## src/rtl/apb_pkg.sv

```systemverilog
// ============================================================================
// apb_pkg : shared types for the APB4 memory completer
// Rev 1.0
// ============================================================================
`default_nettype none

package apb_pkg;

  typedef enum logic [0:0] {
    IDLE   = 1'b0,
    ACCESS = 1'b1
  } apb_state_e;

endpackage

`default_nettype wire

```

## src/rtl/apb_be_ram.sv

```systemverilog
// ============================================================================
// apb_be_ram : DEPTH x DATA_BW storage with byte-enable write, async read
// Rev 1.0
// ============================================================================
`default_nettype none

module apb_be_ram #(
  parameter int DATA_BW = 32,
  parameter int DEPTH   = 64,
  parameter int IDX_BW  = 6
) (
  input  logic                 clk,
  input  logic                 i_we,
  input  logic [IDX_BW-1:0]    i_addr,
  input  logic [DATA_BW-1:0]   i_wdata,
  input  logic [DATA_BW/8-1:0] i_strb,
  output logic [DATA_BW-1:0]   o_rdata
);

  localparam int STRB_BW = DATA_BW / 8;

  logic [DATA_BW-1:0] r_mem [DEPTH];

  always_ff @(posedge clk) begin
    if (i_we) begin
      for (int b = 0; b < STRB_BW; b++) begin
        if (i_strb[b]) begin
          r_mem[i_addr][b*8 +: 8] <= i_wdata[b*8 +: 8];
        end
      end
    end
  end

  assign o_rdata = r_mem[i_addr];

endmodule

`default_nettype wire

```

## src/rtl/apb_mem_slave.sv

```systemverilog
// ============================================================================
// apb_mem_slave : APB4 completer over a byte-strobed word memory with
//                 wait states, pslverr and a read-only ID word
// Rev 1.0
// ============================================================================
`default_nettype none

module apb_mem_slave
  import apb_pkg::*;
#(
  parameter int          DATA_BW     = 32,
  parameter int          ADDR_BW     = 8,
  parameter int          DEPTH       = 64,
  parameter int          WAIT_CYCLES = 1,
  parameter logic [31:0] ID_VALUE    = 32'hA9B0_0001
) (
  input  logic                 clk,
  input  logic                 rst,
  input  logic                 psel,
  input  logic                 penable,
  input  logic                 pwrite,
  input  logic [ADDR_BW-1:0]   paddr,
  input  logic [DATA_BW-1:0]   pwdata,
  input  logic [DATA_BW/8-1:0] pstrb,
  output logic [DATA_BW-1:0]   prdata,
  output logic                 pready,
  output logic                 pslverr,
  output logic                 err_pulse
);

  localparam int STRB_BW = DATA_BW / 8;
  localparam int OFS_BW  = $clog2(STRB_BW);
  localparam int IDX_BW  = (DEPTH > 1) ? $clog2(DEPTH) : 1;
  localparam int CNT_BW  = (WAIT_CYCLES > 0) ? $clog2(WAIT_CYCLES + 1) : 1;

  localparam logic [DATA_BW-1:0] c_id_word = DATA_BW'(ID_VALUE);
  localparam logic [CNT_BW-1:0]  c_cnt_max = CNT_BW'(WAIT_CYCLES);

  apb_state_e           r_state;
  apb_state_e           w_state_nxt;
  logic [CNT_BW-1:0]    r_cnt;
  logic [CNT_BW-1:0]    w_cnt_nxt;
  logic                 w_latch;
  logic                 w_commit;

  logic [ADDR_BW-1:0]   r_addr;
  logic                 r_write;
  logic [DATA_BW-1:0]   r_wdata;
  logic [STRB_BW-1:0]   r_strb;

  logic [ADDR_BW-1:0]   w_word;
  logic                 w_misaligned;
  logic                 w_oob;
  logic                 w_is_id;
  logic                 w_err;
  logic                 w_pready;
  logic                 w_we;
  logic [DATA_BW-1:0]   w_ram_rdata;
  logic [DATA_BW-1:0]   w_rdata;

  assign w_pready = (r_state == ACCESS) && (r_cnt == c_cnt_max);

  always_comb begin
    w_state_nxt = r_state;
    w_cnt_nxt   = r_cnt;
    w_latch     = 1'b0;
    w_commit    = 1'b0;
    case (r_state)
      IDLE: begin
        // psel with penable already high is a protocol violation and is ignored
        if (psel && !penable) begin
          w_state_nxt = ACCESS;
          w_cnt_nxt   = '0;
          w_latch     = 1'b1;
        end
      end
      ACCESS: begin
        if (!psel) begin
          w_state_nxt = IDLE;
          w_cnt_nxt   = '0;
        end else if (w_pready) begin
          w_state_nxt = IDLE;
          w_cnt_nxt   = '0;
          w_commit    = 1'b1;
        end else begin
          w_cnt_nxt = r_cnt + CNT_BW'(1);
        end
      end
      default: w_state_nxt = IDLE;
    endcase
  end

  always_ff @(posedge clk) begin
    if (rst) begin
      r_state <= IDLE;
      r_cnt   <= '0;
      r_addr  <= '0;
      r_write <= 1'b0;
      r_wdata <= '0;
      r_strb  <= '0;
    end else begin
      r_state <= w_state_nxt;
      r_cnt   <= w_cnt_nxt;
      if (w_latch) begin
        r_addr  <= paddr;
        r_write <= pwrite;
        r_wdata <= pwdata;
        r_strb  <= pstrb;
      end
    end
  end

  assign w_word = r_addr >> OFS_BW;

  generate
    if (OFS_BW > 0) begin : g_ofs_chk
      assign w_misaligned = |r_addr[OFS_BW-1:0];
    end else begin : g_no_ofs
      assign w_misaligned = 1'b0;
    end
  endgenerate

  assign w_oob   = ({1'b0, w_word} >= (ADDR_BW + 1)'(DEPTH));
  assign w_is_id = (w_word == ADDR_BW'(DEPTH - 1));
  assign w_err   = w_misaligned | w_oob | (r_write & w_is_id);
  assign w_we    = w_commit & r_write & ~w_err;

  apb_be_ram #(
    .DATA_BW (DATA_BW),
    .DEPTH   (DEPTH),
    .IDX_BW  (IDX_BW)
  ) u_ram (
    .clk     (clk),
    .i_we    (w_we),
    .i_addr  (w_word[IDX_BW-1:0]),
    .i_wdata (r_wdata),
    .i_strb  (r_strb),
    .o_rdata (w_ram_rdata)
  );

  assign w_rdata   = w_is_id ? c_id_word : w_ram_rdata;
  assign pready    = w_pready;
  assign pslverr   = w_pready & w_err;
  assign err_pulse = w_pready & w_err;
  assign prdata    = (w_pready && !r_write && !w_err) ? w_rdata : '0;

endmodule

`default_nettype wire

```

## config.mk

```make
export PLATFORM = sky130hd
export DESIGN_NAME = apb_mem_slave
export DESIGN_NICKNAME = d
export VERILOG_FILES = /design/src/rtl/apb_pkg.sv /design/src/rtl/apb_be_ram.sv /design/src/rtl/apb_mem_slave.sv
export SDC_FILE = /design/constraint.sdc
export NUM_CORES = 2
export LEC_CHECK = 0
export CORE_ASPECT_RATIO = 2
export CORE_MARGIN = 10
export CORE_UTILIZATION = 40
export CTS_BUF_LIST = sky130_fd_sc_hd__clkbuf_4 sky130_fd_sc_hd__clkbuf_8
export CTS_CLUSTER_SIZE = 14
export DETAILED_ROUTE_END_ITERATION = 16
export SETUP_SLACK_MARGIN = 0.3
export SYNTH_ARGS = -nofsm -noshare
export SYNTH_HDL_FRONTEND = slang
export SYNTH_SLANG_ARGS = --single-unit
```

## constraint.sdc

```tcl
create_clock -name clk -period 2.7 [get_ports clk]
set_clock_uncertainty 0.2 [all_clocks]
set_input_delay 0.405 -clock clk [delete_from_list [all_inputs] [get_ports clk]]
set_output_delay 0.405 -clock clk [all_outputs]
set_load 0.03 [all_outputs]
```

After elaboration in Yosys (flattened, before gate mapping)

Memory sizes are Yosys's and may differ from the RTL's. A register that Yosys moved wholly into a read port is not among the register bits.
Cells that the tools add are included.

Add/subtract/negate cells: 1
Order comparisons: 1
Equal/unequal tests: 2
Muxes and demuxes: 28
Bitwise logic cells: 8
Reduce and logical (&&, ||, !) cells: 8

Operators with widths:

| kind                | count |
|---|---|
| $mux 32             | 2 |
| $mux 1              | 22 |
| $mux 6              | 2 |
| $ge 6x7->1 const B  | 1 |
| $eq 6x6->1 const B  | 1 |
| $and 1x1->1         | 4 |
| $logic_and 1x1->1   | 4 |
| $pmux 1 s2          | 2 |
| $logic_not 1->1     | 3 |
| $ne 2x2->1 const B  | 1 |
| $not 1->1           | 2 |
| $or 1x1->1          | 2 |
| $reduce_or 2->1     | 1 |
| $add 1x1->1 const B | 1 |

Register bits: 47
Bits in writable memories: 2048
Input bits: 49
Output and inout bits: 35
Memories: 1

Memories:

| name        | depth | bits a word | read ports | clocked after Yosys merged registers in | write ports | line             | RTL |
|---|---|---|---|---|---|---|---|
| u_ram.r_mem | 64    | 32          | 1          | 1                                       | 1           | apb_be_ram.sv:22 | `logic [DATA_BW-1:0] r_mem [DEPTH];` |

Longest topological paths before layout

Depth after elaboration: 8
Mapped depth: 10
Gate-level depth less buffers: 5

Cells and area by module

A second synthesis with hierarchy kept.

Cell total of the unflattened synthesis: 4866
Area, all modules: 80395.9 sq um

By module, submodules not included:

| module        | times used | cells an instance | area each (sq um) | sequential area each (sq um) |
|---|---|---|---|---|
| apb_be_ram    | 1          | 4614              | 78407.7           | 61499.0 |
| apb_mem_slave | 1          | 252               | 1988.2            | 940.9 |

Worst setup path before layout

OpenSTA, ideal clock, no wires.

Path type: flip-flop to output port
From: register with a tool-made name
To: output port prdata[18]
Arrival time: 2391 ps
Slack: -296 ps
Cell stages (with the launch flop): 10
Path buffers: 4
Cell sequence: dfxtp_1 -> buf_2 -> buf_4 -> buf_4 -> clkbuf_1 -> mux4_2 -> mux2i_1 -> mux2i_1 -> mux2i_1 -> o21ai_0

RTL lines:

| element          | line                | RTL |
|---|---|---|
| end: declaration | apb_mem_slave.sv:25 | `output logic [DATA_BW-1:0] prdata,` |

==> reports/qor.yml <==
critical_path:
  critPathSlowestCell: "mux4_2"
  timing.critical_path.slowest_cell_delay_ps: 630
  cp-end-kind: "output port"
  critPathMaxFanout: 8
  crit_chain: "buf_12 > buf_16 > buf_4 > mux4_2 > mux4_2 > mux2i_1 > nand2_1 > o211a_4 > buf_6"
  worst_path_most_repeated_cell: "mux4_2"
  worstPathRequired_ps: 2100
  start_kind: "flop"
  criticalPathCategory: "reg2out"
  arrival_ps: 3550
timing:
  setup_slack_ps: -1460
  slew_headroom_pct: 36.4
  finalHoldViolations: 0
  tightestPinTransition_ps: 950
  min_period_ps: 4160
  whs_ps: 79.1
  setup_viol: 1436
  final_max_slew_viol_count: 0
  max_clock_freq_ghz: 0.240
  rsz0062_at_grt: "yes"
  timing.final.crit_share_pct: 154
pwr:
  power_density_nw_per_um2: 638
  switching_share_pct: 21.7
  p_clk_share_pct: 39.6
  p_switching_mw: 14.1
  leakagePower_nw: 35.1
  p_seq_share_pct: 55.3
  p_int_mw: 50.8
  total_power_mw: 64.9
  vdd_drop_max_uv: 312
  comb_power_share_pct: 5.1
synth:
  ys_types: 45
  synth_ff_type: "edfxtp_1"
  ys_async_sr_fraction_pct: 0
  ys_seq_area_share_pct: 77.0
  synthTopCellsByArea: "edfxtp_1 (76%), mux4_2 (15%), mux2i_1 (1.5%)"
  ys_ff_latch: 2101
  avgSynthCellArea_um2: 21.4
  synthDominantCellAreaShare_pct: 75.7
  post-synth-top-count-cell: "edfxtp_1"
  syn_area_um2: 81300
  netlist_instances: 3796
  yosysWarnings: 0
  yosysTopAreaCell: "edfxtp_1"
  synth_commonest_cells: "edfxtp_1 (2048), mux4_2 (549), nor2_1 (275)"
  synth_edf_count: 2048
layout:
  finalNetCount: 4921
  fin_area_um2: 102000
  post-route-util_pct: 50.2
  final_layout_size_suffix_gt1_share_pct: 42.2
  area_growth_pct: 25.2
placed_design:
  place_area_um2: 91700
  place_congestion: 0.864
  place_hpwl_mm: 169
  portBuffers: 83
detailed_routing:
  vias_per_cell: 5.58
  wl_mm: 250
  drt-pass1-iter-count: 7
  vias: 43618
  drt_iter0_markers: 4205
  wl_per_cell_um: 32.0
  drc: 0
  drtAntennaViolNets: 0
floorplanning:
  start_util_pct: 40.1
  rows: 234
  die_w_um: 339
  core_area_um2: 203000
  pin_count: 84
  die_area_um2: 223000
  die_height_um: 657
global_routing:
  grt_overflow: 0
  grt_pass1_wl_mm: 340
  grt_pass1_vias: 45495
  grt_max_degree: 66
  track_usage_pct: 21.4
  antenna_found_initial: 7
hold_path:
  min_path_type: "in2reg"
clocking:
  cts_tree: "yes"
  cts-root-buf: "clkbuf_8"
  cts_sinks: 2101
  clk_path_buf_depth: 4
  clk_pin_slew_ps: 70
  htree_levels: 5
  cts_buffers: 296
  clk_latency_ps: 910
outcome:
  status: "complete, but fails checks"
  violations: "negative setup slack"
flow_run:
  max_cap_violations: 0
==> registers in the layout, indices dropped and copies added (netlist names), named ones only <==
register	count
r_addr	8
r_write	1
r_state	1
r_cnt	1
r_wdata	32
r_strb	4
u_ram.r_mem	2048
==> path summary, 6_finish.rpt <==
check	startpoint	end	slack, ps	cells after the start
max reg2reg	r_addr[5]	u_ram.r_mem[4][12]	-150	11
min reg2reg	r_wdata[6]	r_wdata[6]	250	2
max	flop	prdata[16]	-1460	9
min	pwdata[3]	r_wdata[3]	80	3
==> placed cells by master, fill, tap and decap left out, types with 8 or more instances in the layout <==
cell,synthesis,final
edfxtp_1,2048,2048
buf_4,32,574
mux4_2,549,549
clkbuf_8,0,308
nand2_1,215,202
nor2_1,275,197
buf_12,0,136
mux2i_1,124,104
buf_6,14,91
clkbuf_4,0,79
clkinv_1,0,61
a22oi_1,73,52
a21oi_1,73,52
nor2_4,0,52
clkdlybuf4s50_1,0,47
clkinv_2,0,41
dlygate4sd3_1,0,40
dfxtp_2,0,35
buf_8,0,33
buf_16,0,32
conb_1,1,32
nor2_2,0,26
o211ai_1,21,21
a22oi_2,0,21
bufinv_16,0,19
clkbuf_16,0,15
nor2b_1,17,13
dfxtp_1,53,13
mux2i_2,0,11
a21oi_2,0,11
nand4_1,11,11
a21oi_4,0,10
clkinvlp_4,0,10
mux2i_4,0,9
mux2_2,14,8
==> power by group through the flow <==
stage | clock network (mW) | logic [mW] | registers [mW]
2_1_floorplan | 0 | 1.44 | 36.7
3_3_place_gp | 0 | 2.85 | 36.6
3_5_place_dp | 0 | 2.89 | 36.6
4_1_cts | 26.1 | 3.19 | 35.9
5_1_grt | 27.5 | 3.42 | 35.9
6_report | 25.7 | 3.29 | 35.9
==> layer usage <==
layer | vias to the layer above | routed length, um | track usage, %
met3 | 583 | 12500 | 2.94
li1 | 17895 | - | -
met2 | 1807 | 135000 | 39.5
met1 | 23331 | 82800 | 22.7
met5 | - | 13 | 0
met4 | 2 | 18900 | 13.5
==> metrics by stage <==
stage | setup TNS, ps | std cells | setup WS (ps)
after floorplan | 0 | 3827 | 9.72
after global placement | -469760 | 7131 | -818
after detailed placement | -439750 | 7131 | -797
after CTS | -48570 | 7759 | -1560
after global routing | -163200 | 7817 | -1540
final | -124910 | 7817 | -1460
==> cells by family after synthesis <==
| family | count (synthesis) | synth area share, % |
|---|---|---|
| AOI/OAI and AO/OA | 217 | 1.78 |
| buffers and inverters | 224 | 1.40 |
| DFF | 2101 | 77.0 |
| muxes | 687 | 16.9 |
| other | 1 | 0.00461 |
| and+or+nand+nor | 566 | 2.91 |
==> critical path, delay by kind of cell, from the launching register on <==
family,cells,cell delay [ps]
muxes,3,1290
DFF,1,420
buffers and inverters,4,620
AOI/OAI and AO/OA,1,200
and+or+nand+nor,1,90
==> timing repair <==
| action | 4_1_cts | 5_1_grt |
|---|---|---|
| endpoints found under the hold margin | 53 | 0 |
| endpoints found under the setup margin | 2051 | 2051 |
| pin swaps | 37 | 74 |
| hold buffers | 40 | 0 |
| buffers inserted | 46 | 32 |
| gates cloned | 16 | 23 |
| resized for setup | 256 | 209 |
==> final cells by class <==
class | instances | area, um^2
fillers | 16384 | 101000
flip-flops and latches | 2101 | 62600
multi-input cells | 1502 | 19000
repair buffers | 969 | 10700
clock buffers | 387 | 4830
well taps | 2714 | 3400
clock inverters | 139 | 1160
inverters | 2 | 7.51
diodes | 3 | 7.51
Power figures use the tool's default switching activity.
